## src/rtl/adf4158_pkg.sv

```systemverilog
`default_nettype none
// +------------------------------------------------------------------------+
// | Module   : adf4158_pkg                                                 |
// | Purpose  : Shared types and constants for the ADF4158 configuration    |
// |            controller: FSM state encodings, word geometry and the      |
// |            default register words.                                     |
// | Ports    : none (package)                                              |
// | Options  : ADF4158_LOCK_WAIT_EN (used by adf4158_ctrl)                 |
// | Revision : 1.0  initial release                                        |
// +------------------------------------------------------------------------+
package adf4158_pkg;

  localparam int WORD_COUNT = 10;
  localparam int WORD_WIDTH = 32;

  localparam logic [31:0] DEF_R7_WORD  = 32'h0000_0007;
  localparam logic [31:0] DEF_R6A_WORD = 32'h0000_0006;
  localparam logic [31:0] DEF_R6B_WORD = 32'h0080_0006;
  localparam logic [31:0] DEF_R5A_WORD = 32'h0000_0005;
  localparam logic [31:0] DEF_R5B_WORD = 32'h0080_0005;
  localparam logic [31:0] DEF_R4_WORD  = 32'h0018_0104;
  localparam logic [31:0] DEF_R3_WORD  = 32'h0000_0043;
  localparam logic [31:0] DEF_R2_WORD  = 32'h0040_8002;
  localparam logic [31:0] DEF_R1_WORD  = 32'h0000_0001;
  localparam logic [31:0] DEF_R0_WORD  = 32'h8000_0000;

  // Top-level sequencer. ST_SEND covers the SHIFT/LATCH/GAP phases, which
  // are tracked inside the word serializer.
  typedef enum logic [2:0] {
    ST_IDLE  = 3'd0,
    ST_PWRUP = 3'd1,
    ST_SEND  = 3'd2,
    ST_LOCK  = 3'd3,
    ST_DONE  = 3'd4
  } ctrl_state_t;

  // Per-word serializer phase.
  typedef enum logic [1:0] {
    PH_IDLE  = 2'd0,
    PH_SHIFT = 2'd1,
    PH_LATCH = 2'd2,
    PH_GAP   = 2'd3
  } word_phase_t;

endpackage
`default_nettype wire

```

## src/rtl/adf4158_if.sv

```systemverilog
`default_nettype none
// +------------------------------------------------------------------------+
// | Module   : adf4158_if                                                  |
// | Purpose  : Pin bundle between the controller and the ADF4158.          |
// | Ports    : ce, le, sclk, data, txdata (controller -> synthesizer)      |
// |            muxout                   (synthesizer -> controller)        |
// | Revision : 1.0  initial release                                        |
// +------------------------------------------------------------------------+
interface adf4158_if;
  logic ce;
  logic le;
  logic sclk;
  logic data;
  logic txdata;
  logic muxout;

  modport master (output ce, le, sclk, data, txdata, input muxout);
  modport slave  (input ce, le, sclk, data, txdata, output muxout);
endinterface
`default_nettype wire

```

## src/rtl/adf4158_spi_word.sv

```systemverilog
`default_nettype none
// +------------------------------------------------------------------------+
// | Module   : adf4158_spi_word                                            |
// | Purpose  : Serializes one 32-bit word MSB first (CLK_DIV clocks per    |
// |            bit, sclk low then high), then one CLK_DIV-long le pulse    |
// |            and a CLK_DIV-long quiet gap.                               |
// | Ports    : clk, rst_n   clock, async active-low reset                  |
// |            abort        synchronous clear, dominates start             |
// |            start, word  load a word and begin shifting                 |
// |            sclk/le/data registered serial outputs                      |
// |            word_done    high in the last gap cycle (combinational)     |
// | Revision : 1.0  initial release                                        |
// +------------------------------------------------------------------------+
module adf4158_spi_word
  import adf4158_pkg::*;
#(
  parameter int CLK_DIV = 2
) (
  input  logic        clk,
  input  logic        rst_n,
  input  logic        abort,
  input  logic        start,
  input  logic [31:0] word,
  output logic        sclk,
  output logic        le,
  output logic        data,
  output logic        word_done
);

  localparam int CNT_W = $clog2(CLK_DIV);
  localparam logic [CNT_W-1:0] CNT_LAST = CNT_W'(CLK_DIV - 1);

  word_phase_t       r_phase, w_phase_d;
  logic [CNT_W-1:0]  r_cnt, w_cnt_d;
  logic [4:0]        r_bit, w_bit_d;
  logic [31:0]       r_sr, w_sr_d;
  logic              w_sclk_d, w_le_d, w_data_d;

  // word_done lines up with the edge that would otherwise idle the block,
  // so a start on that same edge chains words with no dead cycle.
  assign word_done = (r_phase == PH_GAP) && (r_cnt == CNT_LAST);

  always_ff @(posedge clk or negedge rst_n) begin
    if (!rst_n) begin
      r_phase <= PH_IDLE;
      r_cnt   <= '0;
      r_bit   <= '0;
      r_sr    <= '0;
      sclk    <= 1'b0;
      le      <= 1'b0;
      data    <= 1'b0;
    end else begin
      r_phase <= w_phase_d;
      r_cnt   <= w_cnt_d;
      r_bit   <= w_bit_d;
      r_sr    <= w_sr_d;
      sclk    <= w_sclk_d;
      le      <= w_le_d;
      data    <= w_data_d;
    end
  end

  always_comb begin
    w_phase_d = r_phase;
    w_cnt_d   = r_cnt;
    w_bit_d   = r_bit;
    w_sr_d    = r_sr;
    w_sclk_d  = sclk;
    w_le_d    = le;
    w_data_d  = data;
    if (abort) begin
      w_phase_d = PH_IDLE;
      w_cnt_d   = '0;
      w_bit_d   = '0;
      w_sr_d    = '0;
      w_sclk_d  = 1'b0;
      w_le_d    = 1'b0;
      w_data_d  = 1'b0;
    end else if (start) begin
      w_phase_d = PH_SHIFT;
      w_cnt_d   = '0;
      w_bit_d   = 5'd31;
      w_sr_d    = word;
      w_sclk_d  = 1'b0;
      w_le_d    = 1'b0;
      w_data_d  = word[31];
    end else begin
      case (r_phase)
        PH_SHIFT: begin
          if (r_cnt == CNT_LAST) begin
            w_cnt_d  = '0;
            w_sclk_d = 1'b0;
            if (r_bit == 5'd0) begin
              w_phase_d = PH_LATCH;
              w_le_d    = 1'b1;
              w_data_d  = 1'b0;
            end else begin
              w_bit_d  = r_bit - 5'd1;
              w_sr_d   = {r_sr[30:0], 1'b0};
              w_data_d = r_sr[30];
            end
          end else begin
            w_cnt_d  = r_cnt + 1'b1;
            // second half of the bit period drives sclk high
            w_sclk_d = (32'(r_cnt) + 32'd1 >= 32'(CLK_DIV / 2));
          end
        end
        PH_LATCH: begin
          if (r_cnt == CNT_LAST) begin
            w_phase_d = PH_GAP;
            w_cnt_d   = '0;
            w_le_d    = 1'b0;
          end else begin
            w_cnt_d = r_cnt + 1'b1;
          end
        end
        PH_GAP: begin
          if (r_cnt == CNT_LAST) begin
            w_phase_d = PH_IDLE;
            w_cnt_d   = '0;
          end else begin
            w_cnt_d = r_cnt + 1'b1;
          end
        end
        default: begin
          w_sclk_d = 1'b0;
          w_le_d   = 1'b0;
          w_data_d = 1'b0;
        end
      endcase
    end
  end

endmodule
`default_nettype wire

```

## src/rtl/adf4158_ctrl.sv

```systemverilog
`default_nettype none
// +------------------------------------------------------------------------+
// | Module   : adf4158_ctrl                                                |
// | Purpose  : Power-up and serial configuration of the ADF4158. Raises    |
// |            ce on enable, waits CE_WAIT clocks, shifts R7..R0 (ten      |
// |            words) and then holds config_done high.                     |
// | Ports    : clk, rst_n   clock, async active-low reset                  |
// |            enable       level; low anywhere aborts back to idle        |
// |            config_done  registered; release for downstream logic       |
// |            bus          adf4158_if.master pin bundle                   |
// | Options  : ADF4158_LOCK_WAIT_EN  wait for LOCK_CYCLES consecutive      |
// |            synchronized-high muxout samples before config_done         |
// | Revision : 1.0  initial release                                        |
// +------------------------------------------------------------------------+
module adf4158_ctrl
  import adf4158_pkg::*;
#(
  parameter int          CLK_DIV     = 2,
  parameter int          CE_WAIT     = 1000,
  parameter logic [31:0] R7_WORD     = DEF_R7_WORD,
  parameter logic [31:0] R6A_WORD    = DEF_R6A_WORD,
  parameter logic [31:0] R6B_WORD    = DEF_R6B_WORD,
  parameter logic [31:0] R5A_WORD    = DEF_R5A_WORD,
  parameter logic [31:0] R5B_WORD    = DEF_R5B_WORD,
  parameter logic [31:0] R4_WORD     = DEF_R4_WORD,
  parameter logic [31:0] R3_WORD     = DEF_R3_WORD,
  parameter logic [31:0] R2_WORD     = DEF_R2_WORD,
  parameter logic [31:0] R1_WORD     = DEF_R1_WORD,
  parameter logic [31:0] R0_WORD     = DEF_R0_WORD,
  parameter int          LOCK_CYCLES = 16
) (
  input  logic        clk,
  input  logic        rst_n,
  input  logic        enable,
  output logic        config_done,
  adf4158_if.master   bus
);

  localparam int WAIT_W = $clog2(CE_WAIT + 1);
  localparam logic [3:0] LAST_IDX = 4'(WORD_COUNT - 1);

  ctrl_state_t       r_state, w_state_d;
  logic [WAIT_W-1:0] r_wait, w_wait_d;
  logic [3:0]        r_idx, w_idx_d, w_start_idx;
  logic              r_ce, w_ce_d, w_done_d;
  logic              w_start, w_word_done;
  logic [31:0]       w_start_word;

`ifdef ADF4158_LOCK_WAIT_EN
  localparam int LOCK_W = $clog2(LOCK_CYCLES + 1);
  logic [1:0]        r_mux_sync;
  logic [LOCK_W-1:0] r_lock_cnt, w_lock_cnt_d;

  always_ff @(posedge clk or negedge rst_n) begin
    if (!rst_n) begin
      r_mux_sync <= 2'b00;
      r_lock_cnt <= '0;
    end else begin
      r_mux_sync <= {r_mux_sync[0], bus.muxout};
      r_lock_cnt <= w_lock_cnt_d;
    end
  end
`endif

  assign bus.ce     = r_ce;
  assign bus.txdata = 1'b0;

  always_ff @(posedge clk or negedge rst_n) begin
    if (!rst_n) begin
      r_state     <= ST_IDLE;
      r_wait      <= '0;
      r_idx       <= '0;
      r_ce        <= 1'b0;
      config_done <= 1'b0;
    end else begin
      r_state     <= w_state_d;
      r_wait      <= w_wait_d;
      r_idx       <= w_idx_d;
      r_ce        <= w_ce_d;
      config_done <= w_done_d;
    end
  end

  always_comb begin
    w_state_d   = r_state;
    w_wait_d    = r_wait;
    w_idx_d     = r_idx;
    w_ce_d      = r_ce;
    w_done_d    = config_done;
    w_start     = 1'b0;
    w_start_idx = 4'd0;
`ifdef ADF4158_LOCK_WAIT_EN
    w_lock_cnt_d = r_lock_cnt;
`endif
    case (r_state)
      ST_IDLE: begin
        w_ce_d   = 1'b0;
        w_done_d = 1'b0;
        if (enable) begin
          w_state_d = ST_PWRUP;
          w_ce_d    = 1'b1;
          w_wait_d  = WAIT_W'(CE_WAIT - 1);
        end
      end
      ST_PWRUP: begin
        if (r_wait == '0) begin
          w_state_d   = ST_SEND;
          w_idx_d     = 4'd0;
          w_start     = 1'b1;
          w_start_idx = 4'd0;
        end else begin
          w_wait_d = r_wait - 1'b1;
        end
      end
      ST_SEND: begin
        if (w_word_done) begin
          if (r_idx == LAST_IDX) begin
`ifdef ADF4158_LOCK_WAIT_EN
            w_state_d    = ST_LOCK;
            w_lock_cnt_d = '0;
`else
            w_state_d = ST_DONE;
            w_done_d  = 1'b1;
`endif
          end else begin
            w_idx_d     = r_idx + 4'd1;
            w_start     = 1'b1;
            w_start_idx = r_idx + 4'd1;
          end
        end
      end
`ifdef ADF4158_LOCK_WAIT_EN
      ST_LOCK: begin
        if (r_mux_sync[1]) begin
          if (r_lock_cnt == LOCK_W'(LOCK_CYCLES - 1)) begin
            w_state_d = ST_DONE;
            w_done_d  = 1'b1;
          end else begin
            w_lock_cnt_d = r_lock_cnt + 1'b1;
          end
        end else begin
          w_lock_cnt_d = '0;
        end
      end
`endif
      ST_DONE: begin
        w_ce_d   = 1'b1;
        w_done_d = 1'b1;
      end
      default: w_state_d = ST_IDLE;
    endcase

    // Dropping enable outside IDLE abandons the sequence entirely.
    if (!enable && r_state != ST_IDLE) begin
      w_state_d = ST_IDLE;
      w_wait_d  = '0;
      w_idx_d   = '0;
      w_ce_d    = 1'b0;
      w_done_d  = 1'b0;
      w_start   = 1'b0;
`ifdef ADF4158_LOCK_WAIT_EN
      w_lock_cnt_d = '0;
`endif
    end
  end

  always_comb begin
    case (w_start_idx)
      4'd0:    w_start_word = R7_WORD;
      4'd1:    w_start_word = R6A_WORD;
      4'd2:    w_start_word = R6B_WORD;
      4'd3:    w_start_word = R5A_WORD;
      4'd4:    w_start_word = R5B_WORD;
      4'd5:    w_start_word = R4_WORD;
      4'd6:    w_start_word = R3_WORD;
      4'd7:    w_start_word = R2_WORD;
      4'd8:    w_start_word = R1_WORD;
      default: w_start_word = R0_WORD;
    endcase
  end

  adf4158_spi_word #(
    .CLK_DIV (CLK_DIV)
  ) u_spi_word (
    .clk       (clk),
    .rst_n     (rst_n),
    .abort     (~enable),
    .start     (w_start),
    .word      (w_start_word),
    .sclk      (bus.sclk),
    .le        (bus.le),
    .data      (bus.data),
    .word_done (w_word_done)
  );

endmodule
`default_nettype wire

```

## src/flat_wrapper.sv

```systemverilog
// flat-port wrapper written by rule: the top's interface ports become plain ports
module adf4158_ctrl_flat import adf4158_pkg::*;
#(
  parameter int          CLK_DIV     = 2,
  parameter int          CE_WAIT     = 1000,
  parameter logic [31:0] R7_WORD     = DEF_R7_WORD,
  parameter logic [31:0] R6A_WORD    = DEF_R6A_WORD,
  parameter logic [31:0] R6B_WORD    = DEF_R6B_WORD,
  parameter logic [31:0] R5A_WORD    = DEF_R5A_WORD,
  parameter logic [31:0] R5B_WORD    = DEF_R5B_WORD,
  parameter logic [31:0] R4_WORD     = DEF_R4_WORD,
  parameter logic [31:0] R3_WORD     = DEF_R3_WORD,
  parameter logic [31:0] R2_WORD     = DEF_R2_WORD,
  parameter logic [31:0] R1_WORD     = DEF_R1_WORD,
  parameter logic [31:0] R0_WORD     = DEF_R0_WORD,
  parameter int          LOCK_CYCLES = 16
)
  (clk, rst_n, enable, config_done, bus_ce, bus_le, bus_sclk, bus_data, bus_txdata, bus_muxout);
  adf4158_if bus_i ();
  input  logic clk;
  input  logic rst_n;
  input  logic enable;
  output logic config_done;
  output wire logic [$bits(bus_i.ce)-1:0] bus_ce;
  output wire logic [$bits(bus_i.le)-1:0] bus_le;
  output wire logic [$bits(bus_i.sclk)-1:0] bus_sclk;
  output wire logic [$bits(bus_i.data)-1:0] bus_data;
  output wire logic [$bits(bus_i.txdata)-1:0] bus_txdata;
  input wire logic [$bits(bus_i.muxout)-1:0] bus_muxout;
  assign bus_ce = bus_i.ce;
  assign bus_le = bus_i.le;
  assign bus_sclk = bus_i.sclk;
  assign bus_data = bus_i.data;
  assign bus_txdata = bus_i.txdata;
  assign bus_i.muxout = bus_muxout;
  adf4158_ctrl #(.CLK_DIV(CLK_DIV), .CE_WAIT(CE_WAIT), .R7_WORD(R7_WORD), .R6A_WORD(R6A_WORD), .R6B_WORD(R6B_WORD), .R5A_WORD(R5A_WORD), .R5B_WORD(R5B_WORD), .R4_WORD(R4_WORD), .R3_WORD(R3_WORD), .R2_WORD(R2_WORD), .R1_WORD(R1_WORD), .R0_WORD(R0_WORD), .LOCK_CYCLES(LOCK_CYCLES)) u_core (.clk(clk), .rst_n(rst_n), .enable(enable), .config_done(config_done), .bus(bus_i));
endmodule
```

## config.mk

```make
export PLATFORM = sky130hd
export DESIGN_NAME = adf4158_ctrl_flat
export DESIGN_NICKNAME = d
export VERILOG_FILES = /design/src/rtl/adf4158_pkg.sv /design/src/rtl/adf4158_if.sv /design/src/rtl/adf4158_spi_word.sv /design/src/rtl/adf4158_ctrl.sv /design/src/flat_wrapper.sv
export SDC_FILE = /design/constraint.sdc
export NUM_CORES = 1
export LEC_CHECK = 0
export BUFFER_PORTS_ARGS = -buffer_cell sky130_fd_sc_hd__clkbuf_2
export CORE_ASPECT_RATIO = 1.5
export CORE_UTILIZATION = 55
export DETAILED_ROUTE_END_ITERATION = 7
export PLACE_DENSITY_LB_ADDON = 0.1
export RECOVER_POWER = 50
export SLEW_MARGIN = 40
export SYNTH_ARGS = -nofsm -noshare
export SYNTH_HDL_FRONTEND = slang
export SYNTH_SLANG_ARGS = --single-unit
```

## constraint.sdc

```tcl
create_clock -name clk -period 2.3 [get_ports clk]
set_input_delay 0.46 -clock clk [delete_from_list [all_inputs] [get_ports clk]]
set_output_delay 0.46 -clock clk [all_outputs]
set_load 0.1 [all_outputs]
```

* After elaboration in Yosys (flattened, before gate mapping)
Memories as Yosys holds them, arrays and structs flattened.
Index checks and enable logic that the tools add are counted.
** Word-level totals
- Register bits after elaboration :: 61
- Input bits :: 4
- ROM bits :: 176
- Memories :: 1
- Word-level logic and storage cells :: 131
- Output and inout port bits :: 6
- Memory bits (writable) :: 0
- Latch bits :: 0
** Cells by class
- Add/sub/neg operators :: 5
- Shift operators :: 0
- Reductions and logical operators :: 21
- Equal/unequal tests :: 25
- Div/mod/pow operators :: 0
- Multiply operators :: 0
- Bitwise gates (word level) :: 0
- Magnitude comparators :: 1
- Mux-type cells :: 66
** Memory list
- (no name shown) :: depth 16, bits a word 11, rd ports 1, clocked after memory_dff 0, write ports 0, RTL line adf4158_ctrl.sv:168 : case (w_start_idx)
** Operator list (count)
- two-way mux 31 bit :: 5
- two-way mux 10 bit :: 3
- two-way mux 4 bit :: 7
- two-way mux 1 bit :: 25
- two-way mux 5 bit :: 5
- case mux 10 bit (2 select lines) :: 1
- inequality test 4 bit (second input constant) :: 4
- two-way mux 3 bit :: 5
- two-way mux 2 bit :: 6
- inequality test 3 x 1 -> 1 bit (second input constant) :: 4
- inequality test 3 x 2 -> 1 bit (second input constant) :: 4
- inequality test 3 bit (second input constant) :: 4
- case mux 3 bit (4 select lines) :: 1
- nonzero test 3 bit :: 4
- zero test 10 bit :: 1
- AND reduction 5 bit :: 2
- subtractor 10 x 1 -> 10 bit (second input constant) :: 1
- AND reduction 3 bit :: 3
- case mux 1 bit (2 select lines) :: 4
- case mux 4 bit (2 select lines) :: 1
- AND reduction 4 bit :: 2
- case mux 1 bit (3 select lines) :: 2
- case mux 2 bit (3 select lines) :: 1
- zero test 5 bit :: 1
- 20 further kinds :: 22

* Depth between registers and ports, before layout
Gate-level depths: netlist of the first run.
- Depth in word-level cells :: 7
- Gate-level depth with buffers :: 10
- Gate-level depth less buffers :: 10

* Cells and area by module
From an unflattened synthesis of the first run, not the netlist that was laid out.
** Unflattened totals
- Cell total of the unflattened synthesis :: 388
- Area total of the unflattened synthesis :: 3932.5 sq um
** By module, submodules not included
- adf4158_spi_word :: cells an instance 211, area each 2412.3 sq um, seq. area each 1051.0 sq um, instances 1
- adf4158_ctrl :: cells an instance 177, area each 1520.2 sq um, seq. area each 475.5 sq um, instances 1

* Least setup slack after synthesis of the first run
OpenSTA, ideal clock, no wires.
- Path type :: reg2reg
- Start :: register u_core.r_state[2]
- End :: register u_core.u_spi_word.r_sr[0]
- Stages on the path, launching flop included :: 10
- Data arrival time :: 1.851 ns
- Setup slack :: 0.322 ns
- Setup time :: 0.127 ns
- Path buffers :: 1
- Data required time :: 2.173 ns
- Period minus slack after synthesis :: 1.978 ns
- Cell sequence :: dfrtp_1 buf_2 nor3b_2 and3_1 nand2_1 ha_1 a311oi_1 a311oi_1 o22ai_1 o21ai_0
** On the way
- Longest elaborated chain between the ends :: 5
- Elaborated cells between the ends (all ways) :: 14
- Those cells by class :: eq/ne: 5; mux: 5; reduce/logical: 3; memory: 1
** Ends and longest elaborated chain
- start: declaration :: RTL line adf4158_ctrl.sv:42 : ctrl_state_t r_state, w_state_d;
- start signal: assignment :: RTL line adf4158_ctrl.sv:76 : r_state <= w_state_d;
- equality test 3 x 2 -> 1 bit, or another cell as far along :: RTL line adf4158_ctrl.sv:95 : case (r_state)
- two-way mux 4 bit, or another cell as far along
- memory (16 x 11 bit) or two-way mux 1 bit (tied branches)
- two-way mux 31 bit, or another cell as far along :: RTL line adf4158_spi_word.sv:79 : end else if (start) begin
- two-way mux 31 bit or AND reduction 3 bit (tied branches)
- end signal: assignment :: RTL line adf4158_spi_word.sv:56 : r_sr <= w_sr_d;
- end: declaration :: RTL line adf4158_spi_word.sv:36 : logic [31:0] r_sr, w_sr_d;
Parallel ways exist; a longest one is shown, timed or not.
A chain may end at the register's enable or synchronous reset.

* Worst setup path after layout of the first run
- Start :: register u_core.r_idx[0]
- End :: register u_core.u_spi_word.r_sr[0]
** On the way
- Longest elaborated chain between the ends :: 7
- Elaborated cells between the ends (all ways) :: 16
- Those cells by class :: add/sub: 1; eq/ne: 4; mux: 9; reduce/logical: 1; memory: 1
** Ends and longest elaborated chain
- start: declaration :: RTL line adf4158_ctrl.sv:44 : logic [3:0] r_idx, w_idx_d, w_start_idx;
- start signal: assignment :: RTL line adf4158_ctrl.sv:78 : r_idx <= w_idx_d;
- adder 4 x 1 -> 4 bit or equality test 4 bit (tied branches) :: RTL line adf4158_ctrl.sv:128, adf4158_ctrl.sv:117
- two-way mux 4 bit or two-way mux 1 bit (tied branches) :: RTL line adf4158_ctrl.sv:117 : if (r_idx == LAST_IDX) begin
- two-way mux 4 bit or two-way mux 1 bit (tied branches) :: RTL line adf4158_ctrl.sv:116 : if (w_word_done) begin
- two-way mux 4 bit or case mux 1 bit (2 select lines) (tied branches)
- memory (16 x 11 bit) or two-way mux 1 bit (tied branches)
- two-way mux 31 bit, or another cell as far along :: RTL line adf4158_spi_word.sv:79
- two-way mux 31 bit or AND reduction 3 bit (tied branches)
Parallel ways exist; a longest one is shown, timed or not.

==> results of run 1 <==
final timing paths:
check	slack [ns]	endpoint	start	cells after the start
worst max-delay path	0.21	u_core.u_spi_word.r_sr[0]	u_core.r_idx[0]	9
worst min-delay path	0.50	u_core.bus.ce	u_core.bus.ce	2
worst max register to register	0.21	u_core.u_spi_word.r_sr[0]	u_core.r_idx[0]	9
worst min register to register	0.50	u_core.bus.ce	u_core.bus.ce	2
max in group asynchronous	0.85	u_core.u_spi_word.r_sr[0]	rst_n	2
min in group asynchronous	0.56	u_core.u_spi_word.r_cnt	rst_n	2
per-stage QoR:
stage / cells / setup slack (ns) / total power [mW] / hold slack, ns / area (sq um)
global placement: 444 / 0.2572 / 1.431 / 0.4800 / 3487
CTS: 460 / 0.1934 / 2.444 / 0.2980 / 3699
global route: 460 / 0.08529 / 2.524 / 0.5425 / 3692
detailed placement: 444 / 0.2158 / 1.437 / 0.4898 / 3487
finish: 460 / 0.2078 / 2.419 / 0.4975 / 3692
floorplan: 359 / 0.3217 / 1.345 / 0.1644 / 3258
synth_stat cells (2+ instances only):
cell / instances
a31oi_1: 5
o31ai_1: 7
inv_1: 12
nor2_1: 23
clkbuf_1: 10
o21ai_0: 14
a311oi_1: 6
a21o_1: 2
xnor2_1: 3
buf_2: 10
and3_1: 4
dfrtp_1: 61
nand3b_1: 3
nand2_1: 64
o22ai_1: 4
nor3_1: 9
nand4_1: 4
o21a_1: 4
a21boi_0: 3
a21oi_1: 41
or4_1: 2
nor2b_1: 4
nor4_1: 4
ha_1: 10
mux2i_1: 8
nand3_1: 7
nand2b_1: 5
metal layers:
layer | vias up | global-route usage [%]
met5 | - | 0
met4 | 0 | 12.78
met2 | 40 | 46.09
met1 | 1301 | 26.33
met3 | 12 | 5.687
li1 | 1321 | -
cell type report:
| cell class | count | area [sq um] | share of cell area (%) |
|---|---|---|---|
| clock buffers | 13 | 168.9 | 4.575 |
| clock inverters | 3 | 42.54 | 1.152 |
| inverters | 12 | 45.04 | 1.220 |
| multi-input cells | 264 | 1580 | 42.80 |
| flip-flops and latches | 61 | 1526 | 41.34 |
| well taps | 72 | 90.09 | 2.440 |
| repair buffers | 35 | 239.0 | 6.472 |
cell families after synthesis:
kind of cell | Yosys count | synth area share (%)
buffers and inverters | 34 | 4.647
DFF | 61 | 46.85
AOI/OAI and AO/OA | 98 | 18.97
and+or+nand+nor | 142 | 21.58
muxes | 9 | 2.919
other | 1 | 0.1151
xor gates and xnor gates | 4 | 1.075
adders and majority gates | 10 | 3.840
placed cells by master (no fill, tap or decap), drive strengths merged, types with 6 or more instances in the layout:
master	instances
clkbuf	22
mux2i	8
a311oi	6
a21oi	41
o21ai	14
nand3	7
o31ai	7
nand2	64
nor3	10
nor2	23
dfrtp	61
inv	12
buf	26
ha	10
worst register-to-register path, stage by stage, from the launching register on:
cell and delay [ns]:
dfrtp_1 0.39, ha_1 0.20, nand3b_1 0.13, and3_1 0.24, nand2_1 0.11, ha_1 0.23
a311oi_1 0.35, a311oi_1 0.09, o22ai_1 0.14, o21ai_0 0.09
registers in the layout, indices dropped and copies added (netlist names):
register,flops
u_core.u_spi_word.r_sr,31
u_core.r_wait,10
u_core.u_spi_word.r_bit,5
u_core.r_idx,4
u_core.r_state,3
u_core.u_spi_word.r_phase,2
u_core.bus.ce,1
u_core.config_done,1
u_core.u_spi_word.data,1
u_core.u_spi_word.le,1
u_core.u_spi_word.r_cnt,1
u_core.u_spi_word.sclk,1
where the power goes:
group | total [mW] | internal [mW] | switching, mW
Combinational | 0.246 | 0.0897 | 0.157
Sequential | 1.17 | 1.11 | 0.0574
Clock | 1.00 | 0.588 | 0.416
==> key figures, run 1 <==
Timing
  • Period utilisation layout: 90.97%
  • # setup viols final: 0
  • Final Critical Period: 2.092 ns
  • Fin. max-slew vios: 0
  • Final hold violation count: 0
  • Peak Freq: 478.0 MHz
  • Setup TNS: 0 ns
  • Clk_skew: 0.005566 ns
  • Max_slew headroom: less than 1%
  • Worst-Margin Slew: 1.489 ns
  • RSZ-0062 raised after global routing: false

Setup path
  • Critical Path Source Type: register
  • CP max FO: 3
  • WP buf/inv: 0
  • Delay-heaviest family, CP: compound AO/OA/AOI/OAI gates
  • Setup crit end kind: register
  • Worst EP arrival: 2.31 ns
  • CP Class: reg2reg
  • Slowest CP cell: dfrtp_1
  • Slowest cell delay on critical path: 0.39 ns
  • Worst Path Required: 2.51 ns
  • CP Cell Sequence: ha_1, nand3b_1, and3_1, nand2_1, ha_1, a311oi_1, a311oi_1, o22ai_1, o21ai_0

Final layout
  • Area Growth Syn to Fin: 13.33%
  • Fillcell total: between 500 and 600
  • Layout cell share with drive strength beyond 1: roughly 15%
  • Antenna diode count: 0
  • Final net count: 397
  • End-of-flow core utilization: between 60% and 70%

Floorplanning
  • Core Region: 5743 sq um
  • Chip Width: ~65 um
  • Die H: 96.27 um
  • Row count: 34
  • Initial Util: a little under three fifths
  • Die Footprint: 6242 sq um
  • Ports: 10

Global routing
  • All-Layer GR Usage: between 20% and 30%
  • Largest net degree at the start of global routing: 62
  • First-pass GRT wire length: 11790 um
  • Vias in the first global route: 2636
  • Initial antenna violation count: 0
  • Total grt overflow: 0

Drt
  • DRT Pass-1 Iters: 4
  • Initial DRC count: 214
  • WL/cell: approximately 15 um
  • Residual DRC: 0
  • Routed vias/inst: 5.813
  • Final wirelength: 6930 um
  • Met1 wire length: between 2000 and 3000 um
  • DR WL met3: 192 um
  • Met2 wire length: 3769 um
  • Antenna Violating Nets Remaining: 0
  • Top routing layer in use: met4
  • Vias post-DR: 2674

Clock network
  • H-tree Lvls: 3
  • Cts bufs inserted: 9
  • CTS tree: done
  • Clock tree root driver cell: clkbuf_8
  • Clock transition at the registers of the reported paths: 0.07 ns
  • PostCTS Resize Cnt: 0
  • Clock latency on the worst-skew pair: ~0.34 ns
  • CTS Hold Bufs: 0
  • Longest Clk Path Bufs: 2
  • Post-CTS setup buffer count: 0
  • CTS sink cnt: 61

Yosys
  • Synth top area cells: dfrtp_1 (47%), nand2_1 (7.4%), a21oi_1 (6.3%)
  • Area share of the largest cell type after synthesis: 46.85%
  • Post-Syn Area: 3258 sq um
  • EDFF count, synth: 0
  • Predominant post-synthesis flop cell: dfrtp_1
  • Yosys cell types: 57
  • Yosys Warn Count: 0
  • Ys async rst share: 100.0%
  • Syn avg cell area: 9.076 sq um
  • Syn nets: 373
  • Seq/Total Area, Yosys: 46.85%
  • Yosys reg bits: 61
  • Cells after Synth: around 360
  • Cell taking the most area after synthesis: dfrtp_1

Pwr
  • Maximum vdd drop: 0.7070 mV
  • Pwr dens: 655.1 nW/um^2
  • Static Leakage: 1.633 nW

Flow run
  • Max Cap Viol: 0

Placement
  • DP HPWL: 4941 um
  • Final Wtd Congestion: 0.7915
  • Port Buffers: 7

Hold path
  • Hold WC Path Type: reg2reg

Status
  • Run status: finished, final reports clean
No activity file was read; power rests on OpenSTA's default activity.
==> run 2: changes to the inputs <==
- SYNTH_HIERARCHICAL: not set -> 1
==> key figures, run 2 <==
Status
  • Run status: finished, violations left
  • Violated checks: capacitance limit, slew limit

Drt
  • Final wirelength: between 8000 and 9000 um
  • Initial DRC count: approximately 190
  • Antenna Violating Nets Remaining: 0
  • WL/cell: between 15 and 20 um
  • Vias post-DR: 3170
  • DRT Pass-1 Iters: 4
  • Residual DRC: 0
  • Routed vias/inst: about 6.2

Hold path
  • Hold EP: u_core/bus.ce
  • Hold WC Path Type: reg2reg
  • WHS Path Cells: 2
  • HP Start: u_core/bus.ce

Setup path
  • CP Class: reg2reg
  • Worst EP arrival: roughly 2.4 ns
  • Critical Path Source Type: register
  • RR Endpoint: u_core/u_spi_word/r_sr[0]
  • Setup crit end kind: register
  • R2R setup slack: 0.09 ns
  • Worst Path Required: roughly 2.5 ns
  • Origin of the critical flop-to-flop path: u_core/u_spi_word/r_phase[0]
  • CP max FO: 7
  • Register-to-Register Path Depth: 10

Final layout
  • Fin cells: approximately 510
  • Commonest non-fill, non-tap cells in the layout: dfrtp_1 (61), a211oi_1 (36), mux2i_1 (32)
  • Antenna diode count: 0
  • End-of-flow core utilization: approximately two thirds
  • Commonest non-fill, non-tap cell in the layout: dfrtp_1
  • Top Registers: u_core/u_spi_word/r_sr x31, u_core/r_wait x10, u_core/u_spi_word/r_bit x5
  • Design Area, Final: approximately 4600 sq um
  • Final net count: 438
  • Layout cell share with drive strength beyond 1: 25.35%
  • Largest reg by FF count: u_core/u_spi_word/r_sr
  • Largest register FFs: 31
  • Area Growth Syn to Fin: 16.26%

Floorplanning
  • Die H: around 110 um
  • Row count: 37
  • Chip Width: 71.04 um
  • Ports: 10
  • Core Region: 6898 sq um
  • Initial Util: 57.01%
  • Die Footprint: 7499 sq um

Yosys
  • Post-Syn Area: 3933 sq um
  • Yosys reg bits: 61
  • Cell taking the most area after synthesis: dfrtp_1
  • Ys async rst share: 100.0%
  • EDFF count, synth: 0
  • Seq/Total Area, Yosys: 38.82%
  • Cell with the most instances after synthesis: dfrtp_1
  • Cells after Synth: about 390
  • Predominant post-synthesis flop cell: dfrtp_1
  • Top post-synthesis cells by count: dfrtp_1 (61), a211oi_1 (36), mux2i_1 (32), a211oi_2 (27)
  • Synth top area cells: dfrtp_1 (39%), a211oi_2 (8.6%), mux2i_1 (8.1%)
  • Yosys Warn Count: 6
  • Area share of the largest cell type after synthesis: between 30 and 40%
  • Syn avg cell area: 10.14 sq um
  • Yosys cell types: 65

Pwr
  • Total Power: 2.424 mW
  • Maximum vdd drop: ~0.53 mV
  • Pwr dens: 530.2 nW/um^2
  • Static Leakage: about 1.8 nW

Timing
  • Fin. max-slew vios: 62
  • Setup TNS: 0 ns
  • Final hold violation count: 0
  • # setup viols final: 0
  • Worst-Margin Slew: 1.547 ns
  • Max_slew headroom: -3.122%
  • Final Critical Period: roughly 2.2 ns
  • Worst hold slack: 0.5001 ns
  • Clk_skew: 0.01079 ns
  • Peak Freq: 453.0 MHz
  • Final WS setup: 0.09256 ns
  • Period utilisation layout: 95.98%
  • RSZ-0062 raised after global routing: true

Global routing
  • Initial antenna violation count: 0
  • First-pass GRT wire length: 14690 um
  • All-Layer GR Usage: 24.77%
  • Largest net degree at the start of global routing: between 60 and 70
  • Total grt overflow: 0
  • Vias in the first global route: 3106

Clock network
  • Longest Clk Path Bufs: 2
  • Clock latency on the worst-skew pair: 0.34 ns
  • Clock tree root driver cell: clkbuf_8
  • CTS Hold Bufs: 0
  • CTS sink cnt: 61
  • CTS tree: done
  • H-tree Lvls: 3
  • Clock transition at the registers of the reported paths: 0.07 ns
  • Cts bufs inserted: 9

Placement
  • Placed insts: around 490
  • Final Wtd Congestion: 0.8057
  • DP HPWL: 5549 um
  • Port Buffers: 7
  • Dpl cell area: 4274 sq um
  • Pre-CTS WS: around 0.034 ns

Flow run
  • Max Cap Viol: 1
run 2: cell types whose count changed in the layout (fill, tap and decap cells not counted), moves of 7 or more:
| cell | before | now |
|---|---|---|
| a21oi_1 | 41 | 6 |
| nor2_1 | 23 | 16 |
| a211oi_2 | 0 | 27 |
| a211oi_1 | 1 | 36 |
| conb_1 | 1 | 22 |
| mux2i_1 | 8 | 32 |
| nand2_1 | 64 | 14 |
run 2: final cells by class:
class                           count  area [sq um]
Clock buffer                       10         137.6
Clock inverter                      5         75.07
Fill cell                         560          2326
Inverter                           18         67.56
Multi-Input combinational cell    290          2237
Sequential cell                    61          1526
Tap cell                           78         97.59
Timing Repair Buffer               46         430.4
run 2: timing repair:
| action | CTS | global route |
|---|---|---|
| setup buffers | 0 | 2 |
| resized for setup | 0 | 8 |
| endpoints found under the setup margin | 0 | 29 |
run 2: report_power, final:
group	internal [mW]	total (mW)	leakage, nW	switching [mW]
logic	0.0908	0.250	0.864	0.159
clock network	0.628	1.05	0.112	0.418
registers	1.10	1.13	0.826	0.0286
run 2: critical path, stage by stage, from the launching register on:
cell and delay [ns]:
dfrtp_1 0.36, and3_2 0.24, nor4bb_1 0.23, and2_4 0.22
nor2b_1 0.18, inv_1 0.09, ha_1 0.21, and4_1 0.16
a221o_1 0.26, nand2_1 0.07, a21oi_1 0.05
run 2: logic make-up after synthesis:
family                   after synthesis  synth area share [%]
AO/OA/AOI/OAI                        127                 27.43
XOR/XNOR                               3                0.6683
adder cells (fa/ha/maj)                8                 2.545
buffers and inverters                 58                 7.063
flip-flops                            61                 38.82
multiplexers                          32                 8.145
other                                  1               0.09536
AND/OR/NAND/NOR                       98                 15.24
run 2: per-layer routing:
metal,part of all wire (%),routed length [um],track usage (%)
met1,44,3920,29.67
met2,52,4569,42.79
met3,2.5,220,5.927
met4,1.6,144,9.000
met5,0,0,0
run 2: how the worst max path moves through the flow:
stage / start / end / slack (ns) / depth (start not counted)
after global routing: u_core/u_spi_word/r_phase[0] / u_core/u_spi_word/r_sr[0] / -0.02 / 10
after global placement: u_core/r_wait[1] / u_core/u_spi_word/r_sr[4] / 0.07 / 9
final: u_core/u_spi_word/r_phase[0] / u_core/u_spi_word/r_sr[0] / 0.09 / 10
after detailed placement: u_core/r_wait[1] / u_core/u_spi_word/r_sr[16] / 0.03 / 9
after floorplan: u_core/r_wait[0] / u_core/u_spi_word/r_sr[10] / -0.04 / 12
after CTS: u_core/u_spi_word/r_phase[0] / u_core/u_spi_word/r_sr[0] / 0.01 / 10
